--- src/rtl/uart_regif_pkg.sv ---
// Shared register map, bit positions and CTRL layout for the UART APB register interface.
package uart_regif_pkg;

    localparam logic [3:0] OFF_DATA   = 4'h0;
    localparam logic [3:0] OFF_CTRL   = 4'h4;
    localparam logic [3:0] OFF_STATUS = 4'h8;

    localparam logic [1:0] IDX_DATA   = OFF_DATA[3:2];
    localparam logic [1:0] IDX_CTRL   = OFF_CTRL[3:2];
    localparam logic [1:0] IDX_STATUS = OFF_STATUS[3:2];

    localparam int CTRL_W           = 7;
    localparam int CTRL_BCLK_MODE   = 0;
    localparam int CTRL_TLEN_LSB    = 1;
    localparam int CTRL_PARITY_EN   = 3;
    localparam int CTRL_PARITY_TYPE = 4;
    localparam int CTRL_RX_IE       = 5;
    localparam int CTRL_ERR_IE      = 6;

    localparam int ST_RX_READY  = 0;
    localparam int ST_TX_FULL   = 1;
    localparam int ST_RX_OVR    = 2;
    localparam int ST_PERR      = 3;
    localparam int ST_FERR      = 4;
    localparam int ST_TX_DROP   = 5;
    localparam int ST_LEVEL_LSB = 8;

    localparam logic [6:0] CTRL_RST = 7'h06;

    typedef struct packed {
        logic       err_ie;
        logic       rx_ie;
        logic       parity_type;
        logic       parity_en;
        logic [1:0] tlen;
        logic       bclk_mode;
    } ctrl_t;

endpackage

--- src/rtl/uart_rx_buf.sv ---
// RX byte buffer: synchronous FIFO whose pop frees a slot for a same-cycle push when full.
module uart_rx_buf
    import uart_regif_pkg::*;
#(
    parameter int DEPTH = 4,
    parameter int LVL_W = 3
) (
    input  logic             clk,
    input  logic             rst,
    input  logic             push,
    input  logic             pop,
    input  logic [7:0]       wdata,
    output logic [7:0]       rdata,
    output logic [LVL_W-1:0] level,
    output logic             full,
    output logic             empty
);

    localparam int PTR_W = $clog2(DEPTH);

    logic [7:0]       mem [DEPTH];
    logic [PTR_W-1:0] wr_ptr;
    logic [PTR_W-1:0] rd_ptr;
    logic [LVL_W-1:0] level_q;
    logic             do_push;
    logic             do_pop;

    assign empty   = (level_q == '0);
    assign full    = (level_q == LVL_W'(DEPTH));
    assign do_pop  = pop & ~empty;
    assign do_push = push & (~full | do_pop);
    assign rdata   = mem[rd_ptr];
    assign level   = level_q;

    always_ff @(posedge clk) begin
        if (do_push) begin
            mem[wr_ptr] <= wdata;
        end
    end

    // Pointers wrap naturally because DEPTH is a power of two.
    always_ff @(posedge clk or posedge rst) begin
        if (rst) begin
            wr_ptr  <= '0;
            rd_ptr  <= '0;
            level_q <= '0;
        end else begin
            if (do_push) begin
                wr_ptr <= wr_ptr + PTR_W'(1);
            end
            if (do_pop) begin
                rd_ptr <= rd_ptr + PTR_W'(1);
            end
            case ({do_push, do_pop})
                2'b10:   level_q <= level_q + LVL_W'(1);
                2'b01:   level_q <= level_q - LVL_W'(1);
                default: level_q <= level_q;
            endcase
        end
    end

endmodule

--- src/rtl/uart_apb_regif.sv ---
// APB3 register front-end for the UART core: line config, TX push, RX buffer, sticky status, irq.
module uart_apb_regif
    import uart_regif_pkg::*;
#(
    parameter int ADDR_W   = 5,
    parameter int RX_DEPTH = 4,
    parameter int LVL_W    = 3
) (
    input  logic              clk,
    input  logic              rst,
    input  logic              psel,
    input  logic              penable,
    input  logic              pwrite,
    input  logic [ADDR_W-1:0] paddr,
    input  logic [31:0]       pwdata,
    output logic [31:0]       prdata,
    output logic              pready,
    output logic              pslverr,
    output logic              bclk_mode,
    output logic [1:0]        tlen,
    output logic              parity_en,
    output logic              parity_type,
    output logic              tx_wr_en,
    output logic [7:0]        tx_wdata,
    input  logic              tx_full,
    input  logic              rx_valid,
    input  logic [7:0]        rx_data,
    input  logic              rx_perr,
    input  logic              rx_ferr,
    output logic              irq
);

    logic             access;
    logic             wr;
    logic             rd;
    logic             out_of_range;
    logic [1:0]       reg_sel;
    logic             data_wr;
    logic             data_rd;
    logic             ctrl_wr;
    logic             status_wr;
    logic             tx_accept;
    ctrl_t            ctrl_q;
    ctrl_t            ctrl_d;
    logic             rx_ovr_q;
    logic             perr_q;
    logic             ferr_q;
    logic             tx_drop_q;
    logic [7:0]       buf_head;
    logic [LVL_W-1:0] buf_level;
    logic             buf_full;
    logic             buf_empty;
    logic [31:0]      status_word;
    logic             unused_apb;

    assign access       = psel & penable;
    assign wr           = access & pwrite;
    assign rd           = access & ~pwrite;
    assign out_of_range = |paddr[ADDR_W-1:4];
    assign reg_sel      = paddr[3:2];
    assign data_wr      = wr & ~out_of_range & (reg_sel == IDX_DATA);
    assign data_rd      = rd & ~out_of_range & (reg_sel == IDX_DATA);
    assign ctrl_wr      = wr & ~out_of_range & (reg_sel == IDX_CTRL);
    assign status_wr    = wr & ~out_of_range & (reg_sel == IDX_STATUS);
    assign tx_accept    = data_wr & ~tx_full;
    assign unused_apb   = &{1'b0, paddr[1:0], pwdata[31:8]};

    assign pready  = 1'b1;
    assign pslverr = access & out_of_range;

    uart_rx_buf #(
        .DEPTH (RX_DEPTH),
        .LVL_W (LVL_W)
    ) u_rx_buf (
        .clk   (clk),
        .rst   (rst),
        .push  (rx_valid),
        .pop   (data_rd),
        .wdata (rx_data),
        .rdata (buf_head),
        .level (buf_level),
        .full  (buf_full),
        .empty (buf_empty)
    );

    always_comb begin
        ctrl_d             = ctrl_q;
        ctrl_d.bclk_mode   = pwdata[CTRL_BCLK_MODE];
        ctrl_d.tlen        = pwdata[CTRL_TLEN_LSB +: 2];
        ctrl_d.parity_en   = pwdata[CTRL_PARITY_EN];
        ctrl_d.parity_type = pwdata[CTRL_PARITY_TYPE];
        ctrl_d.rx_ie       = pwdata[CTRL_RX_IE];
        ctrl_d.err_ie      = pwdata[CTRL_ERR_IE];
    end

    always_ff @(posedge clk or posedge rst) begin
        if (rst) begin
            ctrl_q <= ctrl_t'(CTRL_RST);
        end else if (ctrl_wr) begin
            ctrl_q <= ctrl_d;
        end
    end

    always_ff @(posedge clk or posedge rst) begin
        if (rst) begin
            tx_wr_en <= 1'b0;
            tx_wdata <= '0;
        end else begin
            tx_wr_en <= tx_accept;
            if (tx_accept) begin
                tx_wdata <= pwdata[7:0];
            end
        end
    end

    // Sticky flags: a set in the same cycle as a write-1-to-clear wins.
    always_ff @(posedge clk or posedge rst) begin
        if (rst) begin
            rx_ovr_q  <= 1'b0;
            perr_q    <= 1'b0;
            ferr_q    <= 1'b0;
            tx_drop_q <= 1'b0;
        end else begin
            rx_ovr_q  <= (rx_valid & buf_full & ~data_rd)
                       | (rx_ovr_q & ~(status_wr & pwdata[ST_RX_OVR]));
            perr_q    <= (rx_valid & rx_perr)
                       | (perr_q & ~(status_wr & pwdata[ST_PERR]));
            ferr_q    <= (rx_valid & rx_ferr)
                       | (ferr_q & ~(status_wr & pwdata[ST_FERR]));
            tx_drop_q <= (data_wr & tx_full)
                       | (tx_drop_q & ~(status_wr & pwdata[ST_TX_DROP]));
        end
    end

    always_comb begin
        status_word                             = '0;
        status_word[ST_RX_READY]                = ~buf_empty;
        status_word[ST_TX_FULL]                 = tx_full;
        status_word[ST_RX_OVR]                  = rx_ovr_q;
        status_word[ST_PERR]                    = perr_q;
        status_word[ST_FERR]                    = ferr_q;
        status_word[ST_TX_DROP]                 = tx_drop_q;
        status_word[ST_LEVEL_LSB +: LVL_W]      = buf_level;
    end

    always_comb begin
        prdata = '0;
        if (rd && !out_of_range) begin
            case (reg_sel)
                IDX_DATA:   prdata = buf_empty ? 32'h0 : {24'h0, buf_head};
                IDX_CTRL:   prdata = {25'h0, ctrl_q};
                IDX_STATUS: prdata = status_word;
                default:    prdata = '0;
            endcase
        end
    end

    assign bclk_mode   = ctrl_q.bclk_mode;
    assign tlen        = ctrl_q.tlen;
    assign parity_en   = ctrl_q.parity_en;
    assign parity_type = ctrl_q.parity_type;

    assign irq = (ctrl_q.rx_ie & ~buf_empty)
               | (ctrl_q.err_ie & (rx_ovr_q | perr_q | ferr_q | tx_drop_q));

endmodule
--- config.mk ---
export PLATFORM = sky130hd
export DESIGN_NAME = uart_apb_regif
export DESIGN_NICKNAME = d
export VERILOG_FILES = /design/src/rtl/uart_regif_pkg.sv /design/src/rtl/uart_rx_buf.sv /design/src/rtl/uart_apb_regif.sv
export SDC_FILE = /design/constraint.sdc
export NUM_CORES = 1
export LEC_CHECK = 0
export ABC_AREA = 1
export BUFFER_PORTS_ARGS = -buffer_cell sky130_fd_sc_hd__buf_2
export CAP_MARGIN = 20
export CORE_MARGIN = 2
export CORE_UTILIZATION = 40
export CTS_CLUSTER_SIZE = 16
export DETAILED_ROUTE_END_ITERATION = 10
export PLACE_DENSITY_LB_ADDON = 0.25
export SLEW_MARGIN = 0
export SYNTH_ARGS = -nofsm -noshare
export SYNTH_HDL_FRONTEND = slang
export SYNTH_SLANG_ARGS = --single-unit
--- constraint.sdc ---
create_clock -name clk -period 2.2 [get_ports clk]
set_input_delay 0.22 -clock clk [delete_from_list [all_inputs] [get_ports clk]]
set_output_delay 0.22 -clock clk [all_outputs]
set_load 0.005 [all_outputs]
Word-level counts from Yosys, hierarchy flattened. Memories as Yosys holds them, arrays and structs flattened. Index checks and enable logic that the tools add are counted.

Add/subtract/negate cells: 4. Eq/ne operators: 5. Mux-type cells: 6. Bitwise logic cells: 47. Reductions and logical operators: 5.

Operators with widths (number): case mux 11 bit (3 select lines) (1); 2-to-1 mux 32 bit (1); bitwise AND 1 bit (28); inverter 1 bit (10); bitwise OR 1 bit (9); 2-to-1 mux 8 bit (1); case mux 3 bit (2 select lines) (1); adder 2 x 1 -> 2 bit (second input constant) (2); equality test 2 x 1 -> 1 bit (second input constant) (2); equality test 2 bit (second input constant) (2); adder 3 x 1 -> 3 bit (second input constant) (1); equality test 3 bit (second input constant) (1); zero test 3 bit (1); subtractor 3 x 1 -> 3 bit (second input constant) (1); zero test 2 bit (1); 2-to-1 mux 1 bit (2); nonzero test 2 bit (1); logical AND 1 bit (1); zero test 1 bit (1).

Flip-flop bits (word level): 27. Memory bits (writable): 32. Bits of input ports: 54. Output and inout port bits: 49. Logic and storage cells: 83. Memories kept: 1.

Memories: u_rx_buf.mem (depth 4, bits a word 8, rd ports 1, clocked after memory_dff 0, write ports 1, RTL line uart_rx_buf.sv:21) `logic [7:0] mem [DEPTH];`.

Depth between registers and ports, before layout.
Word-level depth: 9. Gate-level depth with buffers: 11. Mapped depth without buffers: 11.

By module. Synthesis repeated with hierarchy kept, for this count alone.

Cells, all modules: 326. Area, all modules: 2974.1 µm².

Modules (own cells, without submodules): uart_rx_buf (times used 1, cells an instance 134, area each 1652.8 µm², sequential area each 1136.1 µm²); uart_apb_regif (times used 1, cells an instance 192, area each 1321.3 µm², sequential area each 503.0 µm²).

Worst setup path before layout. Ideal clock, no wire load.

Path type: register -> register. Start: reg u_rx_buf.level_q[0] (netlist: u_rx_buf.level[0]). End: reg u_rx_buf.level_q[2] (netlist: u_rx_buf.level[2]). Library setup time: 131 ps. Arrival: 1795 ps. Required time: 2069 ps. Setup slack: 274 ps. Cell stages (with the launch flop): 10. Path buffers: 0. Period minus slack after synthesis: 1926 ps. Cell sequence: dfrtp_1 > nor3_1 > nand2_2 > nand2_2 > ha_1 > inv_1 > fa_1 > a21oi_1 > o21ai_0 > xor2_1.

Longest elaborated chain between the ends: 7. Elaborated cells on any way between the ends: 13. Classes of those cells: 2 x add/sub; 3 x eq/ne; 1 x mux; 5 x bitwise; 2 x reduce/logical.

RTL lines: start: declaration (RTL line uart_rx_buf.sv:24) `logic [LVL_W-1:0] level_q;`; start signal: assignment (RTL line uart_rx_buf.sv:55) `2'b10: level_q <= level_q + LVL_W'(1);`; start signal: assignment (RTL line uart_rx_buf.sv:56) `2'b01: level_q <= level_q - LVL_W'(1);`; start signal: assignment (RTL line uart_rx_buf.sv:57) `default: level_q <= level_q;`; zero test 3 bit (RTL line uart_rx_buf.sv:28) `assign empty = (level_q == '0);`; inverter 1 bit (RTL line uart_rx_buf.sv:30) `assign do_pop = pop & ~empty;`; bitwise AND 1 bit (RTL line uart_rx_buf.sv:30); bitwise OR 1 bit (RTL line uart_rx_buf.sv:31) `assign do_push = push & (~full | do_pop);`; bitwise AND 1 bit (RTL line uart_rx_buf.sv:31); equality test 2 x 1 -> 1 bit / equality test 2 bit (equally long branches) (RTL line uart_rx_buf.sv:54) `case ({do_push, do_pop})`; case mux 3 bit (2 select lines) / nonzero test 2 bit (equally long branches).

Parallel ways exist; a longest one is shown, timed or not. A chain may end at the register's enable or synchronous reset.

Final worst setup path. Ends and elaborated chain as after synthesis.

==> flow_summary.json <==
{
  "status": "finished, final reports clean",
  "rsz0062_at_grt": "no",
  "synth_seq_area_share_pct": 53.91,
  "yosys_warnings": 0,
  "die-height_um": 91.19,
  "netlist_area_mm2": 0.003040,
  "grtUsageTotal_pct": 15.51,
  "hpwl_um": 4341,
  "start_util_pct": 41.70,
  "portBuffers": 54,
  "cts_tree": "yes",
  "layout.nets": 457,
  "cts.reportedPaths.clkPinSlew_ns": 0.06,
  "ys_types": 26,
  "vias_per_cell": 4.435,
  "max_cap_violations": 0,
  "core.rowCount": 31,
  "yosys.area.top_type": "edfxtp_1",
  "drt_first_iter_violations": 108,
  "grt_pass1_vias": 2052,
  "required_ns": 2.41,
  "core_mm2": 0.007292,
  "post-route-period-util_pct": 92.30,
  "wire_per_inst_um": 11.91,
  "timing.fmax_ghz": 0.4925,
  "drive_gt1_share_pct": 25.12,
  "path_class": "reg2reg",
  "areaGrowthSynthToFinish_pct": 15.56,
  "overflow": 0,
  "cts.sinks": 59,
  "grt_max_degree": 28,
  "cts_inserted_buffers": 9,
  "drc": 0,
  "syn_inst": 333,
  "instances_no_fill": 501,
  "antenna_found_initial": 0,
  "ant_nets": 0,
  "p_per_area_mw_per_mm2": 937.4,
  "yosysTopAreaCellShare_pct": 31.60,
  "leakage_uw": 0.001783,
  "synth-seq-cells": 59,
  "dr.pass1.iters": 4,
  "critPathCaptureType": "flop",
  "htree_levels": 3,
  "die_area_mm2": 0.008315,
  "grt_pass1_wl_um": 9825,
  "antennaDiodeCount": 0,
  "vias": 2222,
  "worst_clock_skew_ns": 0.004615,
  "io_pins": 103,
  "syn_area_per_cell_um2": 9.130,
  "place_congestion": 0.8155,
  "cp_max_fo": 7,
  "dp.cells": 483,
  "synth_area_leaders": "edfxtp_1, dfrtp_1, nand2_1",
  "peakVddDrop_mv": 0.5213,
  "root_buffer": "clkbuf_8",
  "die_w_um": 91.19,
  "period_needed_ns": 2.031,
  "cp.arrival_ns": 2.24,
  "cts_buffer_depth": 2,
  "start_kind": "flop",
  "hold_viol_final": 0,
  "final-setup-viol-count": 0,
  "clk_latency_ns": 0.33,
  "hp-class": "in2reg",
  "fin_tns_setup_ns": 0,
  "slew_violations": 0,
  "wirelength_um": 5965
}
power breakdown:
group	total [µW]	switching (µW)	leakage, µW	internal, µW
logic	972	624	0.00108	348
clock network	783	385	0.0000792	398
registers	1540	120	0.000626	1420
total	3290	1130	0.00178	2160
routing by layer:
metal  vias to the layer above  global-route usage, %  part of all wire (%)
met3                        13                  2.656                   5.2
met1                      1024                  20.49                    47
met5                         -                      0                     0
met4                         0                  9.596                   3.0
li1                       1117                      -                     -
met2                        68                  23.77                    45
worst paths after layout:
path | start | endpoint | slack, ns | cells after the start
min in group asynchronous | rst | u_rx_buf.wr_ptr[1] | 0.50 | 4
min reg2reg | tx_wdata[3] | tx_wdata[3] | 0.48 | 2
max reg2reg | u_rx_buf.level[0] | u_rx_buf.level[2] | 0.17 | 9
max in group asynchronous | rst | tlen[0] | 1.39 | 4
min | rx_perr | perr_q | 0.09 | 3
max | u_rx_buf.level[0] | u_rx_buf.level[2] | 0.17 | 9
sequential cells by signal, summed over array words and instances, names as in the netlist:
| signal | count |
|---|---|
| parity_type | 1 |
| rx_ovr_q | 1 |
| ferr_q | 1 |
| tx_wdata | 8 |
| u_rx_buf.mem | 32 |
| perr_q | 1 |
| parity_en | 1 |
| bclk_mode | 1 |
| tx_drop_q | 1 |
| u_rx_buf.wr_ptr | 2 |
| u_rx_buf.level | 3 |
| u_rx_buf.rd_ptr | 2 |
| tlen | 2 |
| tx_wr_en | 1 |
| ctrl_q | 2 |
worst max-delay path, stage by stage, from the launching register on:
cell,delay (ns)
dfrtp_1,0.41
nor3_2,0.25
nand2_2,0.11
nand2_2,0.14
ha_1,0.16
inv_1,0.06
fa_1,0.37
a21oi_1,0.14
o21ai_0,0.11
xor2_1,0.15
cells in the mapped netlist, drive strengths merged:
master / count
nor3: 4
nand3: 24
nor2: 14
dfstp: 2
o22ai: 1
edfxtp: 32
xnor2: 1
nand2: 91
o21ai: 28
buf: 30
conb: 2
inv: 62
a21oi: 8
dfrtp: 25
xor2: 2
fa: 1
clkinv: 1
ha: 5
per-stage QoR:
step | hold slack [ns] | area (µm²) | power [µW] | worst slack [ns] | utilization [%]
2_1_floorplan | 0.2712 | 3115 | 2261 | 0.2740 | -
3_3_place_gp | 0.2959 | 3334 | 2502 | 0.1284 | 45.73
3_5_place_dp | 0.3051 | 3334 | 2533 | 0.09371 | 45.73
4_1_cts | 0.07331 | 3497 | 3330 | 0.09400 | 47.96
5_1_grt | 0.09782 | 3513 | 3554 | 0.003921 | 48.18
6_report | 0.09111 | 3513 | 3294 | 0.1695 | 48.18
kinds of logic after synthesis:
family	count (synthesis)	share of synthesized area, %
and+or+nand+nor	133	19.14
buffers and inverters	93	15.27
xor gates and xnor gates	3	0.8644
adders and majority gates	6	2.716
other	2	0.2470
AOI/OAI and AO/OA	37	7.860
DFF	59	53.91
what timing repair did:
action / CTS / global route
endpoints found under the setup margin: 0 / 2
gates resized for setup: 0 / 2
endpoints found under the hold margin: 25 / 0
buffers inserted: 0 / 1
hold buffers: 1 / 0
layout make-up:
cell class / instances / area (µm²)
clock buffers: 12 / 135.1
clock inverters: 4 / 17.52
fillers: 738 / 3779
inverters: 63 / 240.2
multi-input cells: 201 / 1017
flip-flops and latches: 59 / 1639
well taps: 99 / 123.9
repair buffers: 63 / 340.3
cell usage in the layout (no fill, tap or decap), types with 2 or more instances in the layout:
cell type,synthesis,routed
buf_2,2,54
o21ai_2,14,14
xor2_1,2,2
nand2_1,88,88
inv_1,62,62
o21ai_0,14,14
nor3_1,4,3
conb_1,2,22
a21oi_1,8,8
nor2_2,3,3
clkinv_2,0,2
ha_1,5,5
nor2_4,2,2
clkbuf_8,0,9
edfxtp_1,32,32
dfstp_2,2,2
clkinv_1,1,2
dfrtp_1,25,25
nand3_1,22,22
nor2_1,9,9
clkbuf_1,0,3
nand2_2,3,3
buf_4,26,8
Note: power is estimated with default switching activity, not from simulation.
